`src/rtl/axis_frame_arbiter.sv`:
```
// axis_frame_arbiter: frame-granular AXI-stream arbiter with registered output.
// Define AXIS_ARB_ROUND_ROBIN_EN for round-robin arbitration; otherwise fixed priority (lowest index wins).
module axis_frame_arbiter #(
  parameter int PORTS      = 4,
  parameter int DATA_WIDTH = 8,
  localparam int GW        = (PORTS > 1) ? $clog2(PORTS) : 1
) (
  input  logic                        clk,
  input  logic                        async_rst,
  input  logic [PORTS*DATA_WIDTH-1:0] input_axis_tdata,
  input  logic [PORTS-1:0]            input_axis_tvalid,
  output logic [PORTS-1:0]            input_axis_tready,
  input  logic [PORTS-1:0]            input_axis_tlast,
  input  logic [PORTS-1:0]            input_axis_tuser,
  output logic [DATA_WIDTH-1:0]       output_axis_tdata,
  output logic                        output_axis_tvalid,
  input  logic                        output_axis_tready,
  output logic                        output_axis_tlast,
  output logic                        output_axis_tuser,
  output logic                        grant_valid,
  output logic [GW-1:0]               grant_encoded
);
  typedef enum logic {IDLE, BUSY} state_t;
  state_t                r_state, w_state_nxt;
  logic [GW-1:0]         r_grant, w_win;
  logic                  r_tvalid, r_tlast, r_tuser;
  logic [DATA_WIDTH-1:0] r_tdata;
  logic                  w_any, w_ready, w_accept, w_last;

  assign w_any    = |input_axis_tvalid;
  // Skid-free ready: accept only when the output register is empty or draining this cycle
  assign w_ready  = (r_state == BUSY) & (output_axis_tready | ~r_tvalid);
  assign w_accept = w_ready & input_axis_tvalid[r_grant];
  assign w_last   = w_accept & input_axis_tlast[r_grant];

  assign input_axis_tready  = {{(PORTS-1){1'b0}}, w_ready} << r_grant;
  assign output_axis_tdata  = r_tdata;
  assign output_axis_tvalid = r_tvalid;
  assign output_axis_tlast  = r_tlast;
  assign output_axis_tuser  = r_tuser;
  assign grant_valid        = (r_state == BUSY);
  assign grant_encoded      = r_grant;

`ifdef AXIS_ARB_ROUND_ROBIN_EN
  logic [GW-1:0] r_last_grant;
  // Walk the search order backwards so the first requester after last_grant is assigned last
  always_comb begin
    w_win = '0;
    for (int k = PORTS-1; k >= 0; k--)
      if (input_axis_tvalid[(int'(r_last_grant) + 1 + k) % PORTS])
        w_win = GW'((int'(r_last_grant) + 1 + k) % PORTS);
  end
  always_ff @(posedge clk or posedge async_rst)
    if (async_rst)   r_last_grant <= GW'(PORTS-1);
    else if (w_last) r_last_grant <= r_grant;
`else
  always_comb begin
    w_win = '0;
    for (int k = PORTS-1; k >= 0; k--)
      if (input_axis_tvalid[k]) w_win = GW'(k);
  end
`endif

  always_comb w_state_nxt = (r_state == IDLE) ? (w_any ? BUSY : IDLE) : (w_last ? IDLE : BUSY);

  always_ff @(posedge clk or posedge async_rst)
    if (async_rst) r_state <= IDLE;
    else           r_state <= w_state_nxt;

  always_ff @(posedge clk or posedge async_rst)
    if (async_rst)                      r_grant <= '0;
    else if (r_state == IDLE && w_any)  r_grant <= w_win;

  always_ff @(posedge clk or posedge async_rst)
    if (async_rst) begin
      r_tvalid <= 1'b0;
      r_tdata  <= '0;
      r_tlast  <= 1'b0;
      r_tuser  <= 1'b0;
    end else if (w_accept) begin
      r_tvalid <= 1'b1;
      r_tdata  <= input_axis_tdata[r_grant*DATA_WIDTH +: DATA_WIDTH];
      r_tlast  <= input_axis_tlast[r_grant];
      r_tuser  <= input_axis_tuser[r_grant];
    end else if (output_axis_tready) begin
      r_tvalid <= 1'b0;
    end
endmodule
```
`config.mk`:
```
export PLATFORM = sky130hd
export DESIGN_NAME = axis_frame_arbiter
export DESIGN_NICKNAME = d
export VERILOG_FILES = /design/src/rtl/axis_frame_arbiter.sv
export SDC_FILE = /design/constraint.sdc
export NUM_CORES = 1
export LEC_CHECK = 0
export ABC_AREA = 0
export CORE_UTILIZATION = 25
export CTS_BUF_LIST = sky130_fd_sc_hd__clkbuf_8
export DETAILED_ROUTE_END_ITERATION = 8
export SYNTH_ARGS = -nofsm -noshare
export SYNTH_HDL_FRONTEND = slang
export SYNTH_SLANG_ARGS = --single-unit
```
`constraint.sdc`:
```
create_clock -name clk -period 1.6 [get_ports clk]
set_clock_uncertainty 0.15 [all_clocks]
set_input_delay 0.32 -clock clk [delete_from_list [all_inputs] [get_ports clk]]
set_output_delay 0.32 -clock clk [all_outputs]
set_load 0.02 [all_outputs]
```
==> summary.txt, run 1 <==
Setup path
  • Worst Setup Path Type: flip-flop to flip-flop
  • Reg-to-Reg End: output_axis_tdata[1]
  • Critical path startpoint category: flip-flop
  • Worst EP arrival: 1.72 ns
  • Worst r2r src: grant_encoded[1]
  • Worst setup EP type: flip-flop
  • Worst path required time: 1.58 ns
  • Reg-to-reg setup timing slack: -0.14 ns
  • CP Capture Point: output_axis_tdata[1]
  • Crit-path max FO: 6
  • Origin of the worst setup path: grant_encoded[1]
  • FF-to-FF path depth: 4

Synth
  • Post-Synth Adder-Cell Area: 0%
  • Largest family of logic cells by synthesized area: multiplexers
  • Avg Cell Area, Syn: between 10 and 15 um2
  • Post-Syn Instances: 63
  • Synth Area in Simple Gates: 7.076%
  • Mux cell area share after synthesis: a little under half
  • Synth Area in XOR/XNOR: 0%
  • Number of library cell types mapped by synthesis: 20
  • Synth Area in Compound Gates: 3.872%
  • Sequential share of the synthesized area: 37.38%
  • YS warnings: 0
  • Mapped Area: 937.1 um2
  • #FFs+latches synth: 14
  • Syn nets: 110

Layout
  • ANT cells: 0
  • Design Area, Final: 0.001898 mm2
  • Final std cells w/o fill: about 190
  • Commonest non-fill, non-tap cell in the layout: clkdlybuf4s50_1
  • Area grow syn2layout: 102.5%
  • Most frequent cells in the layout: clkdlybuf4s50_1 (41), dlygate4sd2_1 (16), buf_4 (12)
  • Core Util, Final: 54.73%
  • Share of cells above drive strength 1: 43.84%
  • Final nets: ~190

Die
  • Die W: around 63 um
  • # IOs: 65
  • Row cnt: 21
  • Core box area: 0.003468 mm2
  • Die height: 63.23 um
  • Full die area: around 0.004 mm2
  • Starting Density: between 20% and 30%

STA
  • Final Max Tran Viols: 0
  • Setup ws final: -0.1402 ns
  • Final setup vio count: 16
  • Actual slew at the worst max-slew pin: 0.2340 ns
  • RSZ-0062 raised after global routing: yes
  • Relative slew margins: 84.28%
  • Endpoints failing hold: 0
  • Period utilisation layout: 108.8%
  • FMAX: 0.5746 GHz
  • Clock period minus worst slack: 1.740 ns
  • Min Hold Slack: 0.2417 ns

Clock network
  • Max H-tree Level: 1
  • Clk Latency, worst-skew pair: about 0.24 ns
  • CTS sink cnt: 14
  • Max clock buf depth: 2
  • Clock slew at reported path FFs: 0.06 ns
  • Root Buffer: clkbuf_8
  • Inserted Clock Buffers: 3
  • Hold buffer count at cts: 0
  • CTS tree: done

Routing
  • Drt pass-1 iters: 4
  • WL/cell: 15.04 um
  • Number of nets with antenna violations after routing: 0
  • Initial DRC count: 16
  • Vias per cell: approximately 4.5
  • Vias post-DR: 869
  • Total wire length: 2888 um
  • DRC: 0

Placement
  • Port Buffers: between 60 and 70
  • DP HPWL: 2149 um
  • Placed instance area: 0.001728 mm2
  • Cells after DPL: 181
  • Gpl congestion: 0.8015

GRT
  • GRT Total Usage: 15.10%
  • Number of antenna violations at the first check in global routing: 0
  • Largest net degree at the start of global routing: 15
  • First-pass GRT wire length: 4588 um
  • Grt total ovfl: 0
  • Vias in the first global route: 976

Power
  • Pwr/cell area: about 1900 mW/mm2
  • Leak pwr: between 0.8 and 0.9 nW
  • Design Power: approximately 0.0036 W
  • VDD IR-drop max: roughly 0.91 mV

Min path
  • Min-delay worst type: primary input to async pin

Status
  • Violated checks: negative setup slack
  • Status: finished, violations left

Run
  • Number of max-cap violations: 0
[how the worst min path moves through the flow]
stage	from	endpoint	slack (ns)	cells past startpoint
finish	async_rst	output_axis_tdata[7]	0.24	3
global route	async_rst	output_axis_tdata[5]	0.26	3
CTS	async_rst	output_axis_tdata[7]	0.25	3
detailed placement	output_axis_tdata[1]	output_axis_tdata[1]	0.34	1
global placement	output_axis_tdata[0]	output_axis_tdata[0]	0.33	1
floorplan	async_rst	grant_valid	0.06	1
[cell type report]
cell class              instances  area [um2]
clock buffers                   4       55.05
fillers                       329        1570
inverters                       4       17.52
multi-input cells              40       574.3
flip-flops and latches         14       354.1
well taps                      46       57.56
repair buffers                 84       839.6
[kinds of logic (layout without fill, tap and decap cells)]
| group | Yosys count | after routing |
|---|---|---|
| AO/OA/AOI/OAI | 5 | 5 |
| buffers and inverters | 9 | 92 |
| flip-flops | 14 | 14 |
| multiplexers | 21 | 21 |
| AND/OR/NAND/NOR | 14 | 14 |
[Yosys cell counts (all sizes together)]
master | count | share of area, %
a21oi | 2 | 1.1
a2bb2oi | 1 | 0.93
buf | 2 | 2.4
clkbuf | 3 | 2.4
dfrtp | 14 | 37
inv | 4 | 1.6
mux2 | 10 | 15
mux4 | 11 | 30
nand2 | 2 | 0.80
nand2b | 1 | 0.67
nand3 | 2 | 1.6
nor2 | 6 | 2.4
nor3 | 3 | 1.6
o21bai | 1 | 0.80
o22a | 1 | 1.1
[layer usage]
| layer | wire length, um | track usage [%] | part of all wire [%] |
|---|---|---|---|
| met1 | 1122 | 17.01 | 39 |
| met2 | 1590 | 27.55 | 55 |
| met3 | 127 | 3.623 | 4.4 |
| met4 | 47 | 5.114 | 1.6 |
| met5 | 0 | 0 | 0 |
[metrics by stage]
step	TNS (ns)	setup slack [ns]
floorplan	-1.884	-0.1993
global placement	-7.743	-0.6798
detailed placement	-8.120	-0.6936
CTS	-1.559	-0.1602
global route	-2.169	-0.1809
finish	-1.506	-0.1402
[report_power, final]
part           switching, W  leakage (nW)  total, W  internal (W)
Combinational       0.00107         0.654   0.00259       0.00152
Clock              0.000127        0.0288  0.000345      0.000218
Sequential         0.000133         0.159  0.000688      0.000555
[critical path, cell delays in order, from the launching register on]
cell and delay (ns):
dfrtp_2 0.38, mux4_2 0.54, nand3_4 0.12, buf_12 0.14, mux2_4 0.30
[repair_timing]
item,in CTS,in global routing
gates cloned,1,0
resized for setup,59,22
setup buffers,5,1
pin swaps,5,6
setup endpoints to repair,29,17
[state kept, by name (all words and copies together), names as in the netlist]
| signal | flops |
|---|---|
| grant_encoded | 2 |
| grant_valid | 1 |
| output_axis_tdata | 8 |
| output_axis_tlast | 1 |
| output_axis_tuser | 1 |
| output_axis_tvalid | 1 |
Note: power is estimated with default switching activity, not from simulation.
==> run 2: changes to the inputs <==
--- a/config.mk
+++ b/config.mk
@@ -6,9 +6,13 @@
 export NUM_CORES = 1
 export LEC_CHECK = 0
 export ABC_AREA = 0
-export CORE_UTILIZATION = 25
+export CAP_MARGIN = 20
+export CELL_PAD_IN_SITES_DETAIL_PLACEMENT = 2
+export CELL_PAD_IN_SITES_GLOBAL_PLACEMENT = 2
+export CORE_UTILIZATION = 19
 export CTS_BUF_LIST = sky130_fd_sc_hd__clkbuf_8
 export DETAILED_ROUTE_END_ITERATION = 8
+export PLACE_DENSITY_LB_ADDON = 0.1
 export SYNTH_ARGS = -nofsm -noshare
 export SYNTH_HDL_FRONTEND = slang
 export SYNTH_SLANG_ARGS = --single-unit
==> run 2 against run 1 <==
The run still ends with negative setup slack left. Combinational power is 8.9% lower. Count of clock-buffer cells in the layout stayed put. Setup slack worse by 0.011 ns. Critical path depth stayed put. Design area is 1.1% lower. Routed wire length is 10% higher. Utilization is 15 points lower. Register-to-register slack hardly changed. Critical endpoint unchanged. Highest routed layer unchanged.
==> summary.txt, run 2 (same netlist as run 1, synthesis figures left out) <==
Die
  • Core box area: 0.004723 mm2 (was 0.003468 mm2)
  • # IOs: 65 (unchanged)
  • Full die area: 0.005217 mm2 (was 0.003997 mm2)
  • Starting Density: 19.84% (was 27.02%)
  • Row cnt: 25 (was 21)
  • Die W: 72.23 um (was 63.23 um)
  • Die height: 72.23 um (was 63.23 um)

Status
  • Violated checks: negative setup slack (unchanged)
  • Status: finished, violations left (unchanged)

Layout
  • Commonest non-fill, non-tap cell in the layout: clkdlybuf4s50_1 (unchanged)
  • Fillers: 485 (was 329)
  • Share of cells above drive strength 1: 37.93% (was 43.84%)
  • Multi-input logic area: 574.3 um2 (unchanged)
  • Core Util, Final: 39.76% (was 54.73%)
  • Area grow syn2layout: 100.4% (was 102.5%)
  • Max reg flops: 8 (unchanged)
  • Final std cells w/o fill: 212 (was 192)
  • FF+latch area: 354.1 um2 (unchanged)
  • Most frequent cells in the layout: clkdlybuf4s50_1 (41), dlygate4sd2_1 (15), buf_4 (15) (was clkdlybuf4s50_1 (41), dlygate4sd2_1 (16), buf_4 (12))
  • ANT cells: 0 (unchanged)
  • Final nets: 193 (was 194)
  • Design Area, Final: 0.001878 mm2 (was 0.001898 mm2)

Routing
  • Number of nets with antenna violations after routing: 0 (unchanged)
  • WL/cell: 15.00 um (was 15.04 um)
  • Vias per cell: 4.179 (was 4.526)
  • Initial DRC count: 4 (was 16)
  • DRC: 0 (unchanged)
  • Vias post-DR: 886 (was 869)
  • Total wire length: 3179 um (was 2888 um)
  • Drt pass-1 iters: 4 (unchanged)

Placement
  • DP HPWL: 2542 um (was 2149 um)
  • Cells after DPL: 206 (was 181)
  • Port Buffers: 64 (unchanged)
  • Gpl congestion: 0.7212 (was 0.8015)
  • Placed instance area: 0.001784 mm2 (was 0.001728 mm2)

GRT
  • GRT met1 Usage: 15.37% (was 17.01%)
  • Met2 Usage GRT: 24.82% (was 27.55%)
  • Vias in the first global route: 1,046 (was 976)
  • GRT Total Usage: 13.41% (was 15.10%)
  • First-pass GRT wire length: 5216 um (was 4588 um)
  • GR Layer Usage met3: 1.667% (was 3.623%)
  • Grt total ovfl: 0 (unchanged)
  • Largest net degree at the start of global routing: 15 (unchanged)
  • Number of antenna violations at the first check in global routing: 0 (unchanged)
  • GR peak layer: met2 (unchanged)

STA
  • Final setup vio count: 13 (was 16)
  • Relative slew margins: 84.77% (was 84.28%)
  • Actual slew at the worst max-slew pin: 0.2267 ns (was 0.2340 ns)
  • Final Max Tran Viols: 0 (unchanged)
  • Endpoints failing hold: 0 (unchanged)
  • Clock period minus worst slack: 1.751 ns (was 1.740 ns)
  • Period utilisation layout: 109.4% (was 108.8%)
  • FMAX: 0.5711 GHz (was 0.5746 GHz)
  • Setup TNS: -1.508 ns (was -1.506 ns)
  • Setup ws final: -0.1509 ns (was -0.1402 ns)
  • RSZ-0062 raised after global routing: yes (unchanged)

Min path
  • Min-delay worst type: primary input to async pin (unchanged)

Clock network
  • Inserted Clock Buffers: 3 (unchanged)
  • CTS tree: done (unchanged)
  • Clk Latency, worst-skew pair: 0.24 ns (about the same)
  • CTS sink cnt: 14 (unchanged)
  • Max H-tree Level: 1 (unchanged)
  • Max clock buf depth: 2 (unchanged)
  • Root Buffer: clkbuf_8 (unchanged)
  • Clock slew at reported path FFs: 0.06 ns (about the same)

Power
  • VDD IR-drop max: 0.7036 mV (was 0.9091 mV)
  • Design Power: 0.003415 W (was 0.003625 W)
  • Pwr/cell area: 1818 mW/mm2 (was 1910 mW/mm2)
  • Leak pwr: 0.8411 nW (was 0.8427 nW)

Setup path
  • Worst setup EP type: flip-flop (unchanged)
  • Worst EP arrival: 1.73 ns (was 1.72 ns)
  • Crit-path max FO: 7 (was 6)
  • Critical path startpoint category: flip-flop (unchanged)
  • Worst path required time: 1.57 ns (was 1.58 ns)
  • Worst Setup Path Type: flip-flop to flip-flop (unchanged)

Run
  • Number of max-cap violations: 0 (unchanged)
-- run 2: layout make-up --
type,count,area share [%]
flip-flops and latches,14,18.85
multi-input cells,40,30.58
inverters,4,0.9327
clock buffers,4,2.931
well taps,67,4.464
repair buffers,83,42.24
-- run 2: critical path: stages (launching register included) --
cell and delay, ns:
dfrtp_2 0.38, mux4_2 0.55, nand3_4 0.11, buf_12 0.14, mux2_4 0.30
-- run 2: layer usage --
metal,share of wire (%),vias up
li1,-,409
met1,40,450
met2,55,25
met4,1.3,0
met3,4.0,2
met5,0,-
-- run 2: metrics by stage --
| stage | hold WS (ns) | worst slack [ns] |
|---|---|---|
| after floorplan | 0.05908 | -0.1993 |
| after global placement | 0.3264 | -0.6412 |
| after detailed placement | 0.3524 | -0.6463 |
| after CTS | 0.2412 | -0.1779 |
| after global routing | 0.2444 | -0.1940 |
| final | 0.2355 | -0.1509 |
-- run 2: report_power, final --
| group | total [W] | leakage, nW | switching (W) | internal, W |
|---|---|---|---|---|
| Combinational | 0.00236 | 0.653 | 0.000995 | 0.00137 |
| Clock | 0.000343 | 0.0288 | 0.000125 | 0.000218 |
| Sequential | 0.000707 | 0.159 | 0.000152 | 0.000555 |
-- run 2: final timing paths --
path                       slack, ns                  from              endpoint  depth (start not counted)
setup / recovery               -0.15      grant_encoded[1]  output_axis_tdata[1]                          4
hold / removal                  0.24             async_rst  output_axis_tdata[5]                          3
setup reg to reg               -0.15      grant_encoded[1]  output_axis_tdata[1]                          4
hold reg to reg                 0.36  output_axis_tdata[6]  output_axis_tdata[6]                          1
max in group asynchronous       0.87             async_rst      grant_encoded[0]                          3
min in group clk                0.36  output_axis_tdata[6]  output_axis_tdata[6]                          1
-- run 2: timing repair --
action,CTS,global route
resized for setup,63,7
endpoints found under the setup margin,30,18
hold buffers,0,0
pin swaps,3,2
buffers inserted,3,0
